`src/rtl/ts_pid_demux.sv`:
```
// ts_pid_demux: receive side of the 4-channel TS mux.
// Locks to 188-byte packet sync, routes each packet by PID.
module ts_pid_demux #(
  parameter int LOCK_PKTS = 2,
  parameter bit DROP_TEI  = 1'b1,
  parameter int CNT_W     = 16
) (
  input  logic             clk,
  input  logic             rst_n,
  input  logic [7:0]       data_in,
  input  logic             valid_in,
  input  logic [51:0]      pid_cfg,
  input  logic [3:0]       pid_en,
  output logic [7:0]       data_out,
  output logic [3:0]       valid_out,
  output logic             sop_out,
  output logic             locked,
  output logic [CNT_W-1:0] sync_err_cnt,
  output logic [CNT_W-1:0] drop_cnt
);

  typedef enum logic [1:0] {
    HUNT   = 2'd0,
    VERIFY = 2'd1,
    LOCKED = 2'd2
  } st_t;

  localparam logic [CNT_W-1:0] CNT_MAX = '1;
  localparam logic [CNT_W-1:0] CNT_ONE = CNT_W'(1);

  st_t        st_q, st_d;
  logic [7:0] idx_q, idx_d;
  logic [7:0] good_q, good_d;
  logic [7:0] good_nx;
  logic       is_sync;
  logic       at0;
  logic       lock_hit;

  logic       tag_in;
  logic       tag_sop;
  logic       sync_loss;

  logic [7:0] dl_d [3];
  logic       dl_in [3];
  logic       dl_sop [3];

  logic       pend_fwd, act_fwd;
  logic [1:0] pend_ch, act_ch;

  logic [12:0] pid;
  logic        hit;
  logic [1:0]  hit_ch;
  logic        fwd_c;
  logic        dec;

  logic        use_fwd;
  logic [1:0]  use_ch;
  logic [3:0]  vo_c;

  assign is_sync  = (data_in == 8'h47);
  assign at0      = (idx_q == 8'd0);
  assign good_nx  = good_q + 8'd1;
  assign lock_hit = (int'(good_nx) >= LOCK_PKTS);
  assign locked   = (st_q == LOCKED);

  // Sync FSM state, byte index and good-sync count.
  always_ff @(posedge clk or negedge rst_n) begin
    if (!rst_n) begin
      st_q   <= HUNT;
      idx_q  <= 8'd0;
      good_q <= 8'd0;
    end else begin
      st_q   <= st_d;
      idx_q  <= idx_d;
      good_q <= good_d;
    end
  end

  // Next state; a bad LOCKED sync byte is not 0x47, so as a
  // HUNT byte it simply leaves the FSM hunting at index 0.
  always_comb begin
    st_d   = st_q;
    idx_d  = idx_q;
    good_d = good_q;
    if (valid_in) begin
      idx_d = (idx_q == 8'd187) ? 8'd0 : idx_q + 8'd1;
      unique case (st_q)
        HUNT: begin
          if (is_sync) begin
            st_d   = VERIFY;
            good_d = 8'd1;
            idx_d  = 8'd1;
          end else begin
            idx_d = 8'd0;
          end
        end
        VERIFY: begin
          if (at0) begin
            if (is_sync) begin
              good_d = good_nx;
              if (lock_hit) st_d = LOCKED;
            end else begin
              st_d   = HUNT;
              idx_d  = 8'd0;
              good_d = 8'd0;
            end
          end
        end
        LOCKED: begin
          if (at0 && !is_sync) begin
            st_d   = HUNT;
            idx_d  = 8'd0;
            good_d = 8'd0;
          end
        end
        default: begin
          st_d   = HUNT;
          idx_d  = 8'd0;
          good_d = 8'd0;
        end
      endcase
    end
  end

  // Per-byte tags: in-packet, start-of-packet, sync loss.
  always_comb begin
    tag_in    = 1'b0;
    tag_sop   = 1'b0;
    sync_loss = 1'b0;
    if (valid_in) begin
      tag_in    = (st_d == LOCKED);
      tag_sop   = tag_in && at0;
      sync_loss = (st_q == LOCKED) && at0 && !is_sync;
    end
  end

  assign pid = {dl_d[0][4:0], data_in};
  assign dec = valid_in && (idx_q == 8'd2);

  // PID lookup; lowest enabled matching channel wins.
  always_comb begin
    hit    = 1'b0;
    hit_ch = 2'd0;
    for (int n = 3; n >= 0; n--) begin
      if (pid_en[n] && (pid_cfg[13*n +: 13] == pid)) begin
        hit    = 1'b1;
        hit_ch = 2'(n);
      end
    end
    fwd_c = hit && !(DROP_TEI && dl_d[0][7]);
  end

  // Route for the byte leaving the delay line.
  always_comb begin
    use_fwd = dl_sop[2] ? pend_fwd : act_fwd;
    use_ch  = dl_sop[2] ? pend_ch : act_ch;
    vo_c    = (dl_in[2] && use_fwd) ? (4'b0001 << use_ch) : 4'b0000;
  end

  // Delay line, route registers and output stage.
  always_ff @(posedge clk or negedge rst_n) begin
    if (!rst_n) begin
      for (int i = 0; i < 3; i++) begin
        dl_d[i]   <= 8'd0;
        dl_in[i]  <= 1'b0;
        dl_sop[i] <= 1'b0;
      end
      pend_fwd  <= 1'b0;
      pend_ch   <= 2'd0;
      act_fwd   <= 1'b0;
      act_ch    <= 2'd0;
      data_out  <= 8'd0;
      valid_out <= 4'd0;
      sop_out   <= 1'b0;
    end else begin
      valid_out <= 4'd0;
      sop_out   <= 1'b0;
      if (valid_in) begin
        dl_d[0]   <= data_in;
        dl_in[0]  <= tag_in;
        dl_sop[0] <= tag_sop;
        for (int i = 1; i < 3; i++) begin
          dl_d[i]   <= dl_d[i-1];
          dl_in[i]  <= dl_in[i-1];
          dl_sop[i] <= dl_sop[i-1];
        end
        data_out  <= dl_d[2];
        valid_out <= vo_c;
        sop_out   <= dl_sop[2] && (vo_c != 4'd0);
        if (dec) begin
          pend_fwd <= fwd_c;
          pend_ch  <= hit_ch;
        end
        if (dl_sop[2]) begin
          act_fwd <= pend_fwd;
          act_ch  <= pend_ch;
        end
      end
    end
  end

  // Saturating sync-loss and dropped-packet counters.
  always_ff @(posedge clk or negedge rst_n) begin
    if (!rst_n) begin
      sync_err_cnt <= '0;
      drop_cnt     <= '0;
    end else begin
      if (sync_loss && sync_err_cnt != CNT_MAX)
        sync_err_cnt <= sync_err_cnt + CNT_ONE;
      if (valid_in && dl_sop[2] && !pend_fwd && drop_cnt != CNT_MAX)
        drop_cnt <= drop_cnt + CNT_ONE;
    end
  end

endmodule

```
`config.mk`:
```
export PLATFORM = sky130hd
export DESIGN_NAME = ts_pid_demux
export DESIGN_NICKNAME = d
export VERILOG_FILES = /design/src/rtl/ts_pid_demux.sv
export SDC_FILE = /design/constraint.sdc
export NUM_CORES = 1
export LEC_CHECK = 0
export ABC_AREA = 1
export BUFFER_PORTS_ARGS = -buffer_cell sky130_fd_sc_hd__buf_2
export CELL_PAD_IN_SITES_DETAIL_PLACEMENT = 0
export CELL_PAD_IN_SITES_GLOBAL_PLACEMENT = 2
export CORE_MARGIN = 2
export CORE_UTILIZATION = 30
export DETAILED_ROUTE_END_ITERATION = 8
export GPL_TIMING_DRIVEN = 0
export PLACE_DENSITY_LB_ADDON = 0.1
export REMOVE_ABC_BUFFERS = 1
export SLEW_MARGIN = 10
export SYNTH_ARGS = -nofsm -noshare
export SYNTH_HDL_FRONTEND = slang
export SYNTH_SLANG_ARGS = --single-unit
```
`constraint.sdc`:
```
create_clock -name clk -period 3.1 [get_ports clk]
set_input_delay 0.155 -clock clk [delete_from_list [all_inputs] [get_ports clk]]
set_output_delay 0.155 -clock clk [all_outputs]
set_load 0.1 [all_outputs]
```
==> qor.yml <==
critical_path:
  r2r_cells: 10
  reg2reg_slack_ns: 1.04
  path_cells: "ha_1 -> nand3_2 -> nor3_2 -> nand2_1 -> nor2_2 -> nand3_2 -> nand2_4 -> inv_4 -> nand2_1 -> o21ai_2"
  crit_slowest_cell: "dfrtp_1"
  cp_max_fo: 17
  worstSetupPathType: "reg2reg"
  regToRegEndpoint: "sync_err_cnt[12]"
  slowest_delay_ns: 0.47
  crit_family: "simple AND/OR/NAND/NOR gates"
  crit_path_end_kind: "flop"
  start_kind: "flop"
  worstPathArrival_ns: 2.30
  worstPathRequired_ns: 3.34
  r2r-start: "sync_err_cnt[0]"
  crit_buf_inv: 1
  worstSetupStartpoint: "sync_err_cnt[0]"
min_path:
  whs_path_depth: 3
  hold_class: "in2reg"
  min_from: "data_in[2]"
  hold-path-endpoint: "dl_d[18]"
die:
  core_area_um2: 20230
  num_rows: 52
  io_pins: 113
  die_area_um2: 21850
  dieHeight_um: 147.8
  initial_core_util: 0.3066
  fp.dieW_um: 147.8
route:
  avgViaCountPerCell: 4.454
  routed_wl_um: 18280
  vias: 5781
  drtAntennaViolNets: 0
  drt_iter0_markers: 263
  drc: 0
  wl_per_cell_um: 14.09
  firstDrtPassIters: 5
cts:
  clock_latency_ns: 0.35
  ctsResizeCount: 0
  clk_pin_slew_ns: 0.08
  cts_buffers: 9
  h-tree-depth: 3
  cts.path.max_buffers: 2
  cts_tree: "built"
  cts.sink_count: 99
  root_buffer: "clkbuf_16"
synth:
  synth-seq-area-share: 0.3993
  yosysWarningCount: 0
  synth.avg_cell_area_um2: 6.766
  ys_ff_latch: 99
  async_flop_share: 1.000
  syn-cell-area_um2: 6205
  syn_inst: 917
  synth_edf_count: 0
  synth_cell_types: 38
  ys.flop_type: "dfrtp_1"
  synth.area.top_cells: "dfrtp_1 40%, nand2_1 21%, inv_1 6.3%"
  yosysTopAreaCellShare: 0.3993
  synth_top_cell_by_area: "dfrtp_1"
sta:
  fin_crit_sh: 0.6653
  tightest_slew_ns: 1.042
  slew_headroom: 0.3051
  timing.final.ws_setup_ns: 1.037
  clock.fmax_mhz: 484.8
  finalHoldWorstSlack_ns: 0.08917
  slew_viol_final: 0
  setup_viol: 0
  hold_viol: 0
  fin_skew_ns: 0.01138
  period_needed_ns: 2.063
  rsz0062_at_grt: "false"
outcome:
  status: "finished clean"
final_layout:
  stdcell_count: 1298
  drive_gt1_frac: 0.1508
  area_growth_pct: 18.73
  nets: 1098
  antenna_cells: 0
  nFillCells: 2261
grt:
  grt_pass1_vias: 5607
  antenna_found_initial: 0
  grt_overflow: 0
  grtUsageTotal: 0.1696
  grt_pass1_wl_um: 29260
  grt_max_degree: 58
power_and_ir_drop:
  cellLeakagePower_uw: 0.003941
  p_per_area_nw_per_um2: 534.8
  vdd_ir_drop_max_mv: 0.3620
placement:
  place_ws_ns: 0.6127
  finalWeightedCongestion: 0.7997
  dp.cells: 1282
  port_buffers: 112
  hpwl_um: 13690
job:
  max-cap-violations: 0
[registers in the layout, indices dropped and copies added (netlist names)]
register / flops
pend_fwd: 1
valid_out: 4
act_ch: 2
data_out: 8
sync_err_cnt: 16
dl_d: 24
pend_ch: 2
idx_q: 8
drop_cnt: 16
sop_out: 1
dl_in: 3
st_q: 2
good_q: 8
act_fwd: 1
dl_sop: 3
[kinds of logic after synthesis]
kind of cell | Yosys count | share of synthesized area
fa+ha+maj | 7 | 0.01412
simple gates | 570 | 0.3874
compound gates | 77 | 0.06554
xor+xnor | 39 | 0.05505
buf+inv | 125 | 0.07864
flops | 99 | 0.3993
[timing repair]
action | in CTS | in global routing
setup buffers | 0 | 0
endpoints found under the hold margin | 42 | 0
hold buffers | 1 | 0
[stage by stage]
step | instance area, um2 | power (uW) | setup TNS [ns] | util
CTS | 7367 | 3997 | 0 | 0.3641
finish | 7367 | 3940 | 0 | 0.3641
floorplan | 6121 | 2477 | 0 | -
global route | 7367 | 4161 | 0 | 0.3641
detailed placement | 7054 | 2802 | 0 | 0.3486
global placement | 7019 | 2798 | -0.2837 | 0.3469
[area by class of cell]
cell class | count | area [um2] | share of cell area
multi-input combinational | 693 | 3239 | 0.4397
sequential | 99 | 2477 | 0.3363
timing repair buffer | 114 | 604.3 | 0.08203
inverter | 107 | 405.4 | 0.05503
tap | 270 | 337.8 | 0.04586
clock buffer | 10 | 239.0 | 0.03244
clock inverter | 5 | 63.81 | 0.008662
[cells in the mapped netlist (3+ instances only)]
library cell	instances
nor3b_1	3
nand2_1	350
nor3_1	16
nand3_1	51
xor2_1	30
nand3b_1	3
clkbuf_1	12
inv_1	104
o21ai_2	3
a21oi_1	12
o21ai_0	55
buf_2	4
or2_2	8
ha_1	7
nand4_1	17
dfrtp_1	99
xnor2_1	9
nor2_1	104
[worst reg2reg max path: cells and delay by family, from the launching register on]
family                   cells  cell delay (ns)
adder cells (fa/ha/maj)      1             0.29
buffers and inverters        1             0.13
flip-flops                   1             0.47
AND/OR/NAND/NOR              7             1.01
AO/OA/AOI/OAI                1             0.05
[cell usage in the layout, fill, tap and decap left out, types with 2 or more instances in the layout]
| master | n |
|---|---|
| xnor2_1 | 9 |
| nor2_4 | 2 |
| nor2_2 | 2 |
| nand2_1 | 350 |
| inv_1 | 104 |
| o21ai_0 | 55 |
| nand3b_1 | 3 |
| nor2_1 | 104 |
| xor2_1 | 30 |
| buf_2 | 111 |
| a31oi_1 | 2 |
| nand4_1 | 17 |
| nor4_1 | 2 |
| dfrtp_1 | 99 |
| nand2_4 | 2 |
| nor3b_1 | 3 |
| clkinv_4 | 3 |
| nand2_2 | 2 |
| clkbuf_16 | 9 |
| ha_1 | 7 |
| nand3_1 | 51 |
| nor3_1 | 16 |
| a21oi_1 | 12 |
| nand3_2 | 2 |
| o21ai_1 | 2 |
| or2_2 | 8 |
| nor3_2 | 2 |
| o211ai_1 | 2 |
| o21ai_2 | 3 |
[worst max path at each step]
stage / cells past startpoint / to / slack [ns]
finish: 10 / sync_err_cnt[12] / 1.04
global route: 10 / sync_err_cnt[3] / 0.79
CTS: 5 / act_fwd / 0.98
detailed placement: 5 / act_fwd / 0.61
global placement: 5 / act_fwd / -0.09
floorplan: 7 / sync_err_cnt[3] / 0.45
[power breakdown]
group	internal (uW)	switching (uW)	leakage, uW
clock	649	524	0.000145
combinational	253	963	0.00252
sequential	1420	136	0.00128
total	2320	1620	0.00394
[layer usage]
metal	global-route usage	vias up	wire, um
li1	-	3083	-
met1	0.2413	2588	9436
met2	0.2753	98	8052
met3	0.02593	12	628
met4	0.03381	0	167
met5	0	-	0
Power figures use the tool's default switching activity.
